[src/rtl/bch_pkg.sv]
// Shared definitions for the BCH encoder scheduling slice.
// Holds the default code geometry (K message bits, N codeword bits), the
// scheduler FSM state type and the width of the encoder-latency counter.
package bch_pkg;

    localparam int unsigned BCH_K = 191;
    localparam int unsigned BCH_N = 255;
    localparam int unsigned CNT_W = 4;

    typedef enum logic [1:0] {
        ST_IDLE = 2'd0,
        ST_WAIT = 2'd1,
        ST_HOLD = 2'd2
    } sched_state_e;

endpackage

[src/rtl/bch_enc_sched_rr_arb2.sv]
// Two-way round-robin arbiter.
// Ports:
//   clk, rst  - clock, synchronous active-high reset
//   req[1:0]  - request lines
//   accept    - strobe: the current grant was taken, advance the pointer
//   grant[1:0]- one-hot grant (all-zero when no request)
// After reset requester 0 wins the first tie.
module rr_arb2 (
    input  logic       clk,
    input  logic       rst,
    input  logic [1:0] req,
    input  logic       accept,
    output logic [1:0] grant
);

    // Index favoured on a tie; always the one not granted last.
    logic prio;

    always_comb begin
        grant = req;
        if (req == 2'b11) begin
            grant = prio ? 2'b10 : 2'b01;
        end
    end

    always_ff @(posedge clk) begin
        if (rst) begin
            prio <= 1'b0;
        end else if (accept) begin
            prio <= grant[0];
        end
    end

endmodule

[src/rtl/bch_enc_sched.sv]
// Schedules two message requesters onto one shared bch_encoder instance.
// Ports:
//   clk, rst                 - clock, synchronous active-high reset
//   req0_valid/req0_msg      - requester 0 message offer
//   req1_valid/req1_msg      - requester 1 message offer
//   req0_ready/req1_ready    - combinational accept (one cycle, IDLE only)
//   enc_msg                  - registered message to the encoder msg port
//   enc_dataout              - codeword from the encoder bch_dataout port
//   out_valid/out_ready      - codeword handshake towards the consumer
//   out_data/out_src         - captured codeword and owning requester
//   busy                     - high whenever a transaction is in flight
// A grant in cycle t yields out_valid from cycle t+1+ENC_LAT.
module bch_enc_sched
    import bch_pkg::*;
#(
    parameter int unsigned K       = BCH_K,
    parameter int unsigned N       = BCH_N,
    parameter int unsigned ENC_LAT = 2
) (
    input  logic         clk,
    input  logic         rst,
    input  logic         req0_valid,
    input  logic [K-1:0] req0_msg,
    input  logic         req1_valid,
    input  logic [K-1:0] req1_msg,
    output logic         req0_ready,
    output logic         req1_ready,
    output logic [K-1:0] enc_msg,
    input  logic [N-1:0] enc_dataout,
    output logic         out_valid,
    input  logic         out_ready,
    output logic [N-1:0] out_data,
    output logic         out_src,
    output logic         busy
);

    sched_state_e     state, next_state;
    logic [CNT_W-1:0] cnt;
    logic             src_q;
    logic [1:0]       arb_req;
    logic [1:0]       grant;
    logic             granted;

    // Requests only reach the arbiter in IDLE, so readies can never rise
    // elsewhere and never depend on out_ready.
    assign arb_req = (state == ST_IDLE) ? {req1_valid, req0_valid} : 2'b00;
    assign granted = |grant;

    rr_arb2 u_arb (
        .clk    (clk),
        .rst    (rst),
        .req    (arb_req),
        .accept (granted),
        .grant  (grant)
    );

    assign req0_ready = grant[0];
    assign req1_ready = grant[1];
    assign out_valid  = (state == ST_HOLD);
    assign busy       = (state != ST_IDLE);

    always_comb begin
        next_state = state;
        case (state)
            ST_IDLE: if (granted)              next_state = ST_WAIT;
            ST_WAIT: if (cnt == CNT_W'(1))     next_state = ST_HOLD;
            ST_HOLD: if (out_ready)            next_state = ST_IDLE;
            default:                           next_state = ST_IDLE;
        endcase
    end

    always_ff @(posedge clk) begin
        if (rst) begin
            state    <= ST_IDLE;
            cnt      <= '0;
            enc_msg  <= '0;
            out_data <= '0;
            out_src  <= 1'b0;
            src_q    <= 1'b0;
        end else begin
            state <= next_state;
            if (state == ST_IDLE && granted) begin
                enc_msg <= grant[1] ? req1_msg : req0_msg;
                src_q   <= grant[1];
                cnt     <= CNT_W'(ENC_LAT);
            end
            if (state == ST_WAIT) begin
                cnt <= cnt - CNT_W'(1);
                // out_src is only updated together with out_data so the pair
                // stays consistent while the next message is in the encoder.
                if (cnt == CNT_W'(1)) begin
                    out_data <= enc_dataout;
                    out_src  <= src_q;
                end
            end
        end
    end

endmodule

[config.mk]
export PLATFORM = sky130hd
export DESIGN_NAME = bch_enc_sched
export DESIGN_NICKNAME = d
export VERILOG_FILES = /design/src/rtl/bch_pkg.sv /design/src/rtl/bch_enc_sched_rr_arb2.sv /design/src/rtl/bch_enc_sched.sv
export SDC_FILE = /design/constraint.sdc
export NUM_CORES = 1
export LEC_CHECK = 0
export ABC_AREA = 0
export BUFFER_PORTS_ARGS = -buffer_cell sky130_fd_sc_hd__buf_2
export CORE_AREA = 2 2 424 426
export DETAILED_ROUTE_END_ITERATION = 12
export DIE_AREA = 0 0 426 428
export PLACE_DENSITY = 0.3
export SLEW_MARGIN = 10
export SYNTH_ARGS = -nofsm -noshare
export SYNTH_HDL_FRONTEND = slang
export SYNTH_SLANG_ARGS = --single-unit
[constraint.sdc]
create_clock -name clk -period 2 [get_ports clk]
set_input_delay 0 -clock clk [delete_from_list [all_inputs] [get_ports clk]]
set_output_delay 0 -clock clk [all_outputs]
set_load 0.05 [all_outputs]
==> results of run 1 <==
## per-stage QoR
step           util [%]  setup WS [ps]  instances  cell area (µm²)  power [mW]
5_1_grt            19.5           9.10       6350            34700        30.6
2_1_floorplan         -            560       2221            17300        14.1
3_5_place_dp       14.7            178       5584            26100        16.7
3_3_place_gp       14.7            202       5584            26100        16.7
4_1_cts            19.5           3.65       6345            34600        29.8
6_report           19.5            136       6351            34700        29.2
## worst paths after layout
| kind | startpoint | endpoint | slack, ps | cells past startpoint |
|---|---|---|---|---|
| min reg2reg | out_data[115] | out_data[115] | 450 | 2 |
| max | state[0] | enc_msg[50] | 140 | 7 |
| min | req0_msg[156] | enc_msg[156] | 120 | 4 |
| max reg2reg | state[0] | enc_msg[50] | 140 | 7 |
## power groups by stage
stage          Clock (mW)  Sequential (mW)  Combinational, mW
5_1_grt              12.5             10.2               7.98
3_3_place_gp            0             10.3               6.47
4_1_cts              12.1             10.1               7.57
3_5_place_dp            0             10.3               6.44
2_1_floorplan           0             12.2               1.82
6_report             11.6             10.1               7.48
## worst register-to-register path: cells and delay by family (launching register included)
family	cells	cell delay (ps)
AND/OR/NAND/NOR	1	60
buffers and inverters	3	700
flip-flops	1	430
AO/OA/AOI/OAI	3	580
## kinds of logic after synthesis
group           share of synthesized area, %
compound gates                          21.7
fa+ha+maj                              0.145
buf+inv                                 5.41
simple gates                            20.1
flops                                   52.6
## cell usage in the layout, fill, tap and decap left out, drive strengths merged, types with 8 or more instances in the layout
cell type	n
a211oi	192
a21oi	456
buf	1201
clkbuf	99
clkinv	13
dfxtp	455
dlygate4sd3	642
inv	8
nand2	706
nor2	197
## area by class of cell
| type | instances | area (µm²) |
|---|---|---|
| Sequential cell | 455 | 9110 |
| Antenna cell | 6 | 15.0 |
| Clock buffer | 99 | 1930 |
| Timing Repair Buffer | 1844 | 13200 |
| Clock inverter | 18 | 156 |
| Multi-Input combinational cell | 1570 | 7300 |
| Inverter | 4 | 27.5 |
| Fill cell | 20300 | 143000 |
| Tap cell | 2355 | 2950 |
## flip-flops by register name, indices dropped and copies added (netlist names)
name and flops:
enc_msg 191, u_arb.prio 1, src_q 1, cnt 4, state 2, out_src 1
out_data 255
## metal layers
metal | vias up | track usage (%)
met2 | 701 | 19.4
li1 | 10900 | -
met4 | 2 | 5.94
met5 | - | 0.529
met3 | 194 | 3.40
met1 | 10400 | 14.0
## repair_timing
action | in CTS | in global routing
endpoints found under the hold margin | 451 | 0
gates cloned | 1 | 0
hold buffers | 642 | 0
gates resized for setup | 5 | 5
endpoints found under the setup margin | 1 | 10
buffers inserted | 1 | 0
pin swaps | 1 | 1
==> results_dict.tcl, run 1 <==
set metrics [dict create \
    synth.most_common_cell "nand2_1" \
    async_reset_ff_share_pct 0 \
    critical_path_required_ps 2560 \
    fin_nets 4585 \
    cts_buffers 66 \
    wl_met1_um 46600 \
    path_delay_family "buffers and inverters" \
    tightest_slew_ps 697 \
    synth_top_area_share_pct 52.6 \
    critPathLaunchType "flop" \
    slew-limit-headroom_pct 53.4 \
    drive_above_1_share_pct 32.8 \
    cts.htree.levels 3 \
    slowest_delay_ps 430 \
    rsz0062_at_grt "no" \
    antenna_found_initial 9 \
    netlist_top_cells_count "nand2_1, a21oi_1, dfxtp_1, nor2_1, a211oi_1" \
    core-area_um2 178000 \
    area_growth_pct 100 \
    crit_chain "nor2_1 -> buf_4 -> o21ai_4 -> buf_12 -> buf_4 -> a21oi_1 -> a211oi_1" \
    clock-skew-final_ps 19.6 \
    p_seq_share_pct 34.6 \
    synth_cell_types 26 \
    cp-end-kind "flop" \
    crit_buf_inv 3 \
    wl_met3_um 7080 \
    synth.net_count 2865 \
    clock.fmax_mhz 537 \
    grtUsageTotal_pct 11.8 \
    syn_area_um2 17300 \
    setup-violations-final 0 \
    grt-ovfl-total 0 \
    wl_um 113000 \
    finalCriticalPeriod_ps 1860 \
    remaining_drc_errors 0 \
    p_per_area_nw_per_um2 843 \
    cts.clk_slew.worst_paths_ps 60 \
    post-route-period-util_pct 93.2 \
    grt_pass1_wl_um 159000 \
    rows 155 \
    critPathSlowestCell "dfxtp_1" \
    dp_hpwl_um 85800 \
    crit_fanout 26 \
    dr.max_layer_used "met5" \
    comb_power_share_pct 25.6 \
    synthFlopType "dfxtp_1" \
    gp_congestion 0.876 \
    finalHoldViolCount 0 \
    cts.sinks 455 \
    fp.dieH_um 428 \
    die_w_um 426 \
    clock-root-buffer "clkbuf_16" \
    drv_slew 0 \
    synth_area_per_cell_um2 7.79 \
    via_per_inst 3.49 \
    dr.pass1.iters 5 \
    p_leak_nw 15.3 \
    drt_iter0_drc 1008 \
    tns_ps 0 \
    run_status "completed" \
    clkLatencyLatePin_ps 660 \
    ys_top_cells_by_area "dfxtp_1, nand2_1, a21oi_1, a211oi_1, nor2_1" \
    vias 22200 \
    wl_per_cell_um 17.8 \
    start_util_pct 9.74 \
    irDropWorstVdd_v 0.000552 \
    holdWs_ps 125 \
    synthCells 2221 \
    io_buffers 1092 \
    grt_max_degree 59 \
    clockPowerShare_pct 39.8 \
    maxCapViolCount 0 \
    ys_ff_latch 455 \
    io_pins 1093 \
    timing_worst_setup_path_type "reg2reg" \
    cpMostUsedCell "buf_4" \
    critPathArrivalTime_ps 2430 \
    synth-edff-count 0 \
    wl_met2_um 53400 \
    clock_path_buffers 3 \
    cts_tree "done" \
    yosysTopAreaCell "dfxtp_1" \
    die_area_um2 182000 \
    yosysWarnings 0 \
    grt_pass1_vias 22800 \
    switching_share_pct 34.4 \
    hold_class "in2reg" \
    p_int_mw 19.2 \
    ant_nets 0 \
    power.switching_mw 10.1 \
    seq_area_frac_synth_pct 52.6 \
]
Note: power is estimated with default switching activity, not from simulation.
==> run 2: changes to the inputs <==
- CORE_AREA: 2 2 424 426 -> 2 2 430 432
- DIE_AREA: 0 0 426 428 -> 0 0 432 434
- PLACE_DENSITY: 0.3 -> not set
==> run 2 against run 1 <==
Against the previous run:
- power down 3.6%
- via count rose by 7.5%
- clock skew up 6.8 ps
- worst setup slack worse by 77 ps
- critical path type unchanged
- critical endpoint is now out_data[103]
- largest power group unchanged
==> results_dict.tcl, run 2 (synthesis gave the netlist of run 1 again) <==
set metrics [dict create \
    cts.sinks 455 \
    holdWs_ps 101 \
    grt_pass1_vias 23200 \
    antenna_found_initial 56 \
    hold_start "req0_msg[126]" \
    p_leak_nw 15.1 \
    n_fill_cell 20100 \
    rrSetupSlack_ps 60 \
    fp.dieH_um 434 \
    min_to "enc_msg[126]" \
    cp-end-kind "flop" \
    p_per_area_nw_per_um2 818 \
    run_status "completed" \
    vias 23800 \
    crit_fanout 39 \
    regToRegEndpoint "out_data[103]" \
    setup_ws_ps 59.3 \
    drive_above_1_share_pct 32.7 \
    fin_nets 4561 \
    die_area_um2 187000 \
    min_path_cells 4 \
    clock-skew-final_ps 26.3 \
    regMostFlops "out_data" \
    finalCriticalPeriod_ps 1940 \
    via_per_inst 3.73 \
    dr.pass1.iters 5 \
    ant_nets 0 \
    rows 157 \
    final_cell_mix "buf_2, nand2_1, dlygate4sd3_1, a21oi_1, dfxtp_1" \
    fin_area_um2 34400 \
    finalHoldViolCount 0 \
    dpl.cell_count 5599 \
    irDropWorstVdd_v 0.000626 \
    p_total_mw 28.2 \
    cts_tree "done" \
    clkLatencyLatePin_ps 670 \
    tightest_slew_ps 560 \
    io_pins 1093 \
    post-route-period-util_pct 97.0 \
    core-area_um2 182000 \
    tns_ps 0 \
    drt_iter0_drc 1780 \
    r2r_start "state[0]" \
    drv_slew 0 \
    gp_congestion 0.979 \
    remaining_drc_errors 0 \
    final_cells 6384 \
    slew-limit-headroom_pct 62.6 \
    clock-root-buffer "clkbuf_16" \
    rsz0062_at_grt "no" \
    start_util_pct 9.48 \
    dpl_worst_slack_ps 122 \
    critPathArrivalTime_ps 2540 \
    critical_path_required_ps 2600 \
    io_buffers 1092 \
    layout_commonest_cell "buf_2" \
    fin_util_pct 18.9 \
    reg2reg_depth 6 \
    top_regs "out_data x255, enc_msg x191, cnt x4" \
    grt_max_degree 98 \
    grtUsageTotal_pct 12.3 \
    place_area_um2 26000 \
    wl_per_cell_um 19.4 \
    grt-ovfl-total 0 \
    cts_buffers 55 \
    clock.fmax_mhz 515 \
    wl_um 124000 \
    setup-violations-final 0 \
    die_w_um 432 \
    timing_worst_setup_path_type "reg2reg" \
    hold_class "in2reg" \
    maxCapViolCount 0 \
    area_growth_pct 99.0 \
    largest_reg_flops 255 \
    critPathLaunchType "flop" \
    grt_pass1_wl_um 166000 \
    dp_hpwl_um 94400 \
    cts.clk_slew.worst_paths_ps 60 \
    clock_path_buffers 3 \
    cts.htree.levels 2 \
]
==> run 2: cell count changes in the layout (fill, tap and decap cells not counted), moves of 3 or more <==
cell	before	now
clkbuf_16	68	55
clkinv_4	1	4
buf_4	76	64
clkbuf_8	11	8
diode_2	6	36
clkbuf_1	20	12
==> run 2: how the worst max path moves through the flow <==
stage	startpoint	to	cells after the start	slack, ps
after global placement	state[0]	out_data[106]	6	140
final	state[0]	out_data[103]	6	60
after detailed placement	state[1]	enc_msg[165]	5	120
after floorplan	state[1]	state[1]	3	560
after CTS	state[1]	req0_ready	6	10
after global routing	state[0]	req0_ready	6	0.5
==> run 2: layout make-up <==
class	instances	area (µm²)	area share [%]
Multi-Input combinational cell	1570	7310	21.2
Timing Repair Buffer	1831	13100	38.0
Clock buffer	75	1530	4.45
Tap cell	2385	2980	8.66
Antenna cell	36	90.1	0.262
Sequential cell	455	9110	26.5
Clock inverter	28	280	0.814
Inverter	4	27.5	0.0799
==> run 2: critical path: stages, from the launching register on <==
cell and delay [ps]:
dfxtp_2 410, and2b_1 290, and3_4 270, buf_12 200, buf_12 250, nand2_1 150, a21oi_1 160
==> run 2: per-layer routing <==
layer	up-vias	global-route usage [%]	part of all wire (%)
li1	10900	-	-
met2	1384	19.3	45
met3	394	4.59	9.9
met5	-	0	0.11
met1	11200	14.0	38
met4	20	7.99	7.1
==> run 2: where the power goes <==
part	total, mW	internal [mW]	switching (mW)
Combinational	7.73	2.64	5.08
Clock	10.3	5.80	4.50
Sequential	10.1	9.69	0.450
==> run 2: timing repair <==
item | in CTS | in global routing
pin swaps | 2 | 1
buffers inserted | 4 | 0
endpoints found under the hold margin | 453 | 0
hold buffers | 641 | 0
gates resized for setup | 15 | 5
endpoints found under the setup margin | 4 | 28
cloned | 1 | 0
==> run 3: changes to the inputs <==
- BUFFER_PORTS_ARGS: -buffer_cell sky130_fd_sc_hd__buf_2 -> -buffer_cell sky130_fd_sc_hd__buf_4
- clock period: 2 -> 2.4 ns (I/O delays scaled with it)
==> run 3 against run 2 <==
Against the previous run:
- global-route usage is 0.45 points higher
- clock-buffer cell count is 1 higher
- power is 10% lower
- final cell count is 0.80% higher
- wire length is 4.1% higher
- clock power is 5% lower
- cell area is 9.9% higher
- combinational power is 9.7% lower
- utilization is 1.9 points higher
- highest routed layer unchanged
==> results_dict.tcl, run 3 (synthesis gave the netlist of run 1 again) <==
set metrics [dict create \
    run_status "completed" \
    timing_worst_setup_path_type "reg2reg" \
    clkLatencyLatePin_ps 700 \
    regMostFlops "out_data" \
    io_buffers 1092 \
    crit_fanout 136 \
    reg2reg_depth 6 \
    via_per_inst 3.69 \
    die_w_um 432 \
    io_pins 1093 \
    remaining_drc_errors 0 \
    dr.pass1.iters 8 \
    cts.htree.levels 2 \
    critPathLaunchType "flop" \
    clock.fmax_mhz 427 \
    cp-end-kind "flop" \
    grt_pass1_vias 23400 \
    post-route-period-util_pct 97.7 \
    cts.sinks 455 \
    final_cell_mix "buf_4, dlygate4sd3_1, nand2_1, a21oi_1, dfxtp_1" \
    fp.dieH_um 434 \
    cts_tree "done" \
    top_regs "out_data x255, enc_msg x191, cnt x4" \
    area_growth_pct 119 \
    cts.clk_slew.worst_paths_ps 60 \
    critPathArrivalTime_ps 2940 \
    tightest_slew_ps 797 \
    clock-root-buffer "clkbuf_16" \
    p_total_mw 25.3 \
    grt_max_degree 137 \
    drive_above_1_share_pct 31.4 \
    dp_hpwl_um 96100 \
    maxCapViolCount 0 \
    antenna_found_initial 51 \
    rsz0062_at_grt "yes" \
    wl_um 129000 \
    final_cells 6435 \
    p_per_area_nw_per_um2 668 \
    grt-ovfl-total 0 \
    min_path_cells 4 \
    vias 23700 \
    holdWs_ps 97.9 \
    irDropWorstVdd_v 0.000504 \
    dpl.cell_count 5556 \
    clock-skew-final_ps 46.4 \
    layout_commonest_cell "buf_4" \
    finalHoldViolCount 0 \
    start_util_pct 9.48 \
    critical_path_required_ps 3000 \
    drt_iter0_drc 1446 \
    hold_class "in2reg" \
    setup-violations-final 0 \
    p_leak_nw 16.1 \
    finalCriticalPeriod_ps 2340 \
    largest_reg_flops 255 \
    gp_congestion 0.930 \
    slew-limit-headroom_pct 46.9 \
    grt_pass1_wl_um 171000 \
    cts_buffers 58 \
    place_area_um2 28300 \
    fin_nets 4608 \
    drv_slew 0 \
    ant_nets 0 \
    clock_path_buffers 3 \
    wl_per_cell_um 20.1 \
    die_area_um2 187000 \
    fin_area_um2 37900 \
    rows 157 \
    grtUsageTotal_pct 12.8 \
    core-area_um2 182000 \
]
==> run 3: changes by cell type in the layout (fill, tap and decap cells not counted), sizes merged <==
cell	previous run	this run
buf	1189	1143
diode	36	38
bufinv	3	10
inv	10	13
dlygate4sd3	641	729
clkbuf	75	77
clkinv	17	13
bufbuf	1	0
==> run 3: report_power, final <==
| group | switching (mW) | internal, mW | total (mW) |
|---|---|---|---|
| logic | 4.28 | 2.70 | 6.98 |
| clock network | 3.94 | 5.85 | 9.80 |
| registers | 0.449 | 8.07 | 8.52 |
==> run 3: layout make-up <==
type,count,area (µm²)
antenna,38,95.1
clock buffer,76,1620
clock inverter,32,475
fill,19800,145000
inverter,4,31.3
multi-input combinational,1570,7310
sequential,455,9110
tap,2385,2980
timing repair buffer,1873,16200
timing repair inverter,2,17.5
==> run 3: path summary, 6_finish.rpt <==
path / startpoint / slack, ps / endpoint
max: state[1] / 60 / out_data[27]
min: req0_msg[112] / 100 / enc_msg[112]
max reg2reg: state[1] / 60 / out_data[27]
min reg2reg: out_data[40] / 450 / out_data[40]
==> run 3: per-layer routing <==
layer  routed length (µm)  share of wire [%]  GRT usage (%)  up-vias
met3                10900                8.4           3.90      307
met5                  203               0.16          0.338        -
met4                 7960                6.2           7.14       20
met2                60400                 47           21.0     1124
met1                49700                 38           14.7    11300
li1                     -                  -              -    11000
==> run 3: through the flow <==
| step | TNS [ps] | worst slack, ps | utilization, % |
|---|---|---|---|
| floorplan | 0 | 960 | - |
| global placement | 0 | 448 | 15.5 |
| detailed placement | 0 | 364 | 15.5 |
| CTS | 0 | 15.1 | 20.7 |
| global route | -193 | -53.2 | 20.7 |
| finish | 0 | 55.7 | 20.7 |
==> run 3: what timing repair did <==
action	in CTS	in global routing
gates cloned	2	1
pin swaps	1	0
gates resized for setup	3	10
setup endpoints to repair	2	83
buffers inserted	1	0
hold buffers	729	0
hold endpoints to repair	453	0
==> run 3: critical path: stages (launching register included) <==
cell,delay (ps)
dfxtp_2,370
and2b_2,280
nand3_4,170
buf_16,350
nand2_1,110
a21oi_1,150
dlygate4sd3_1,550
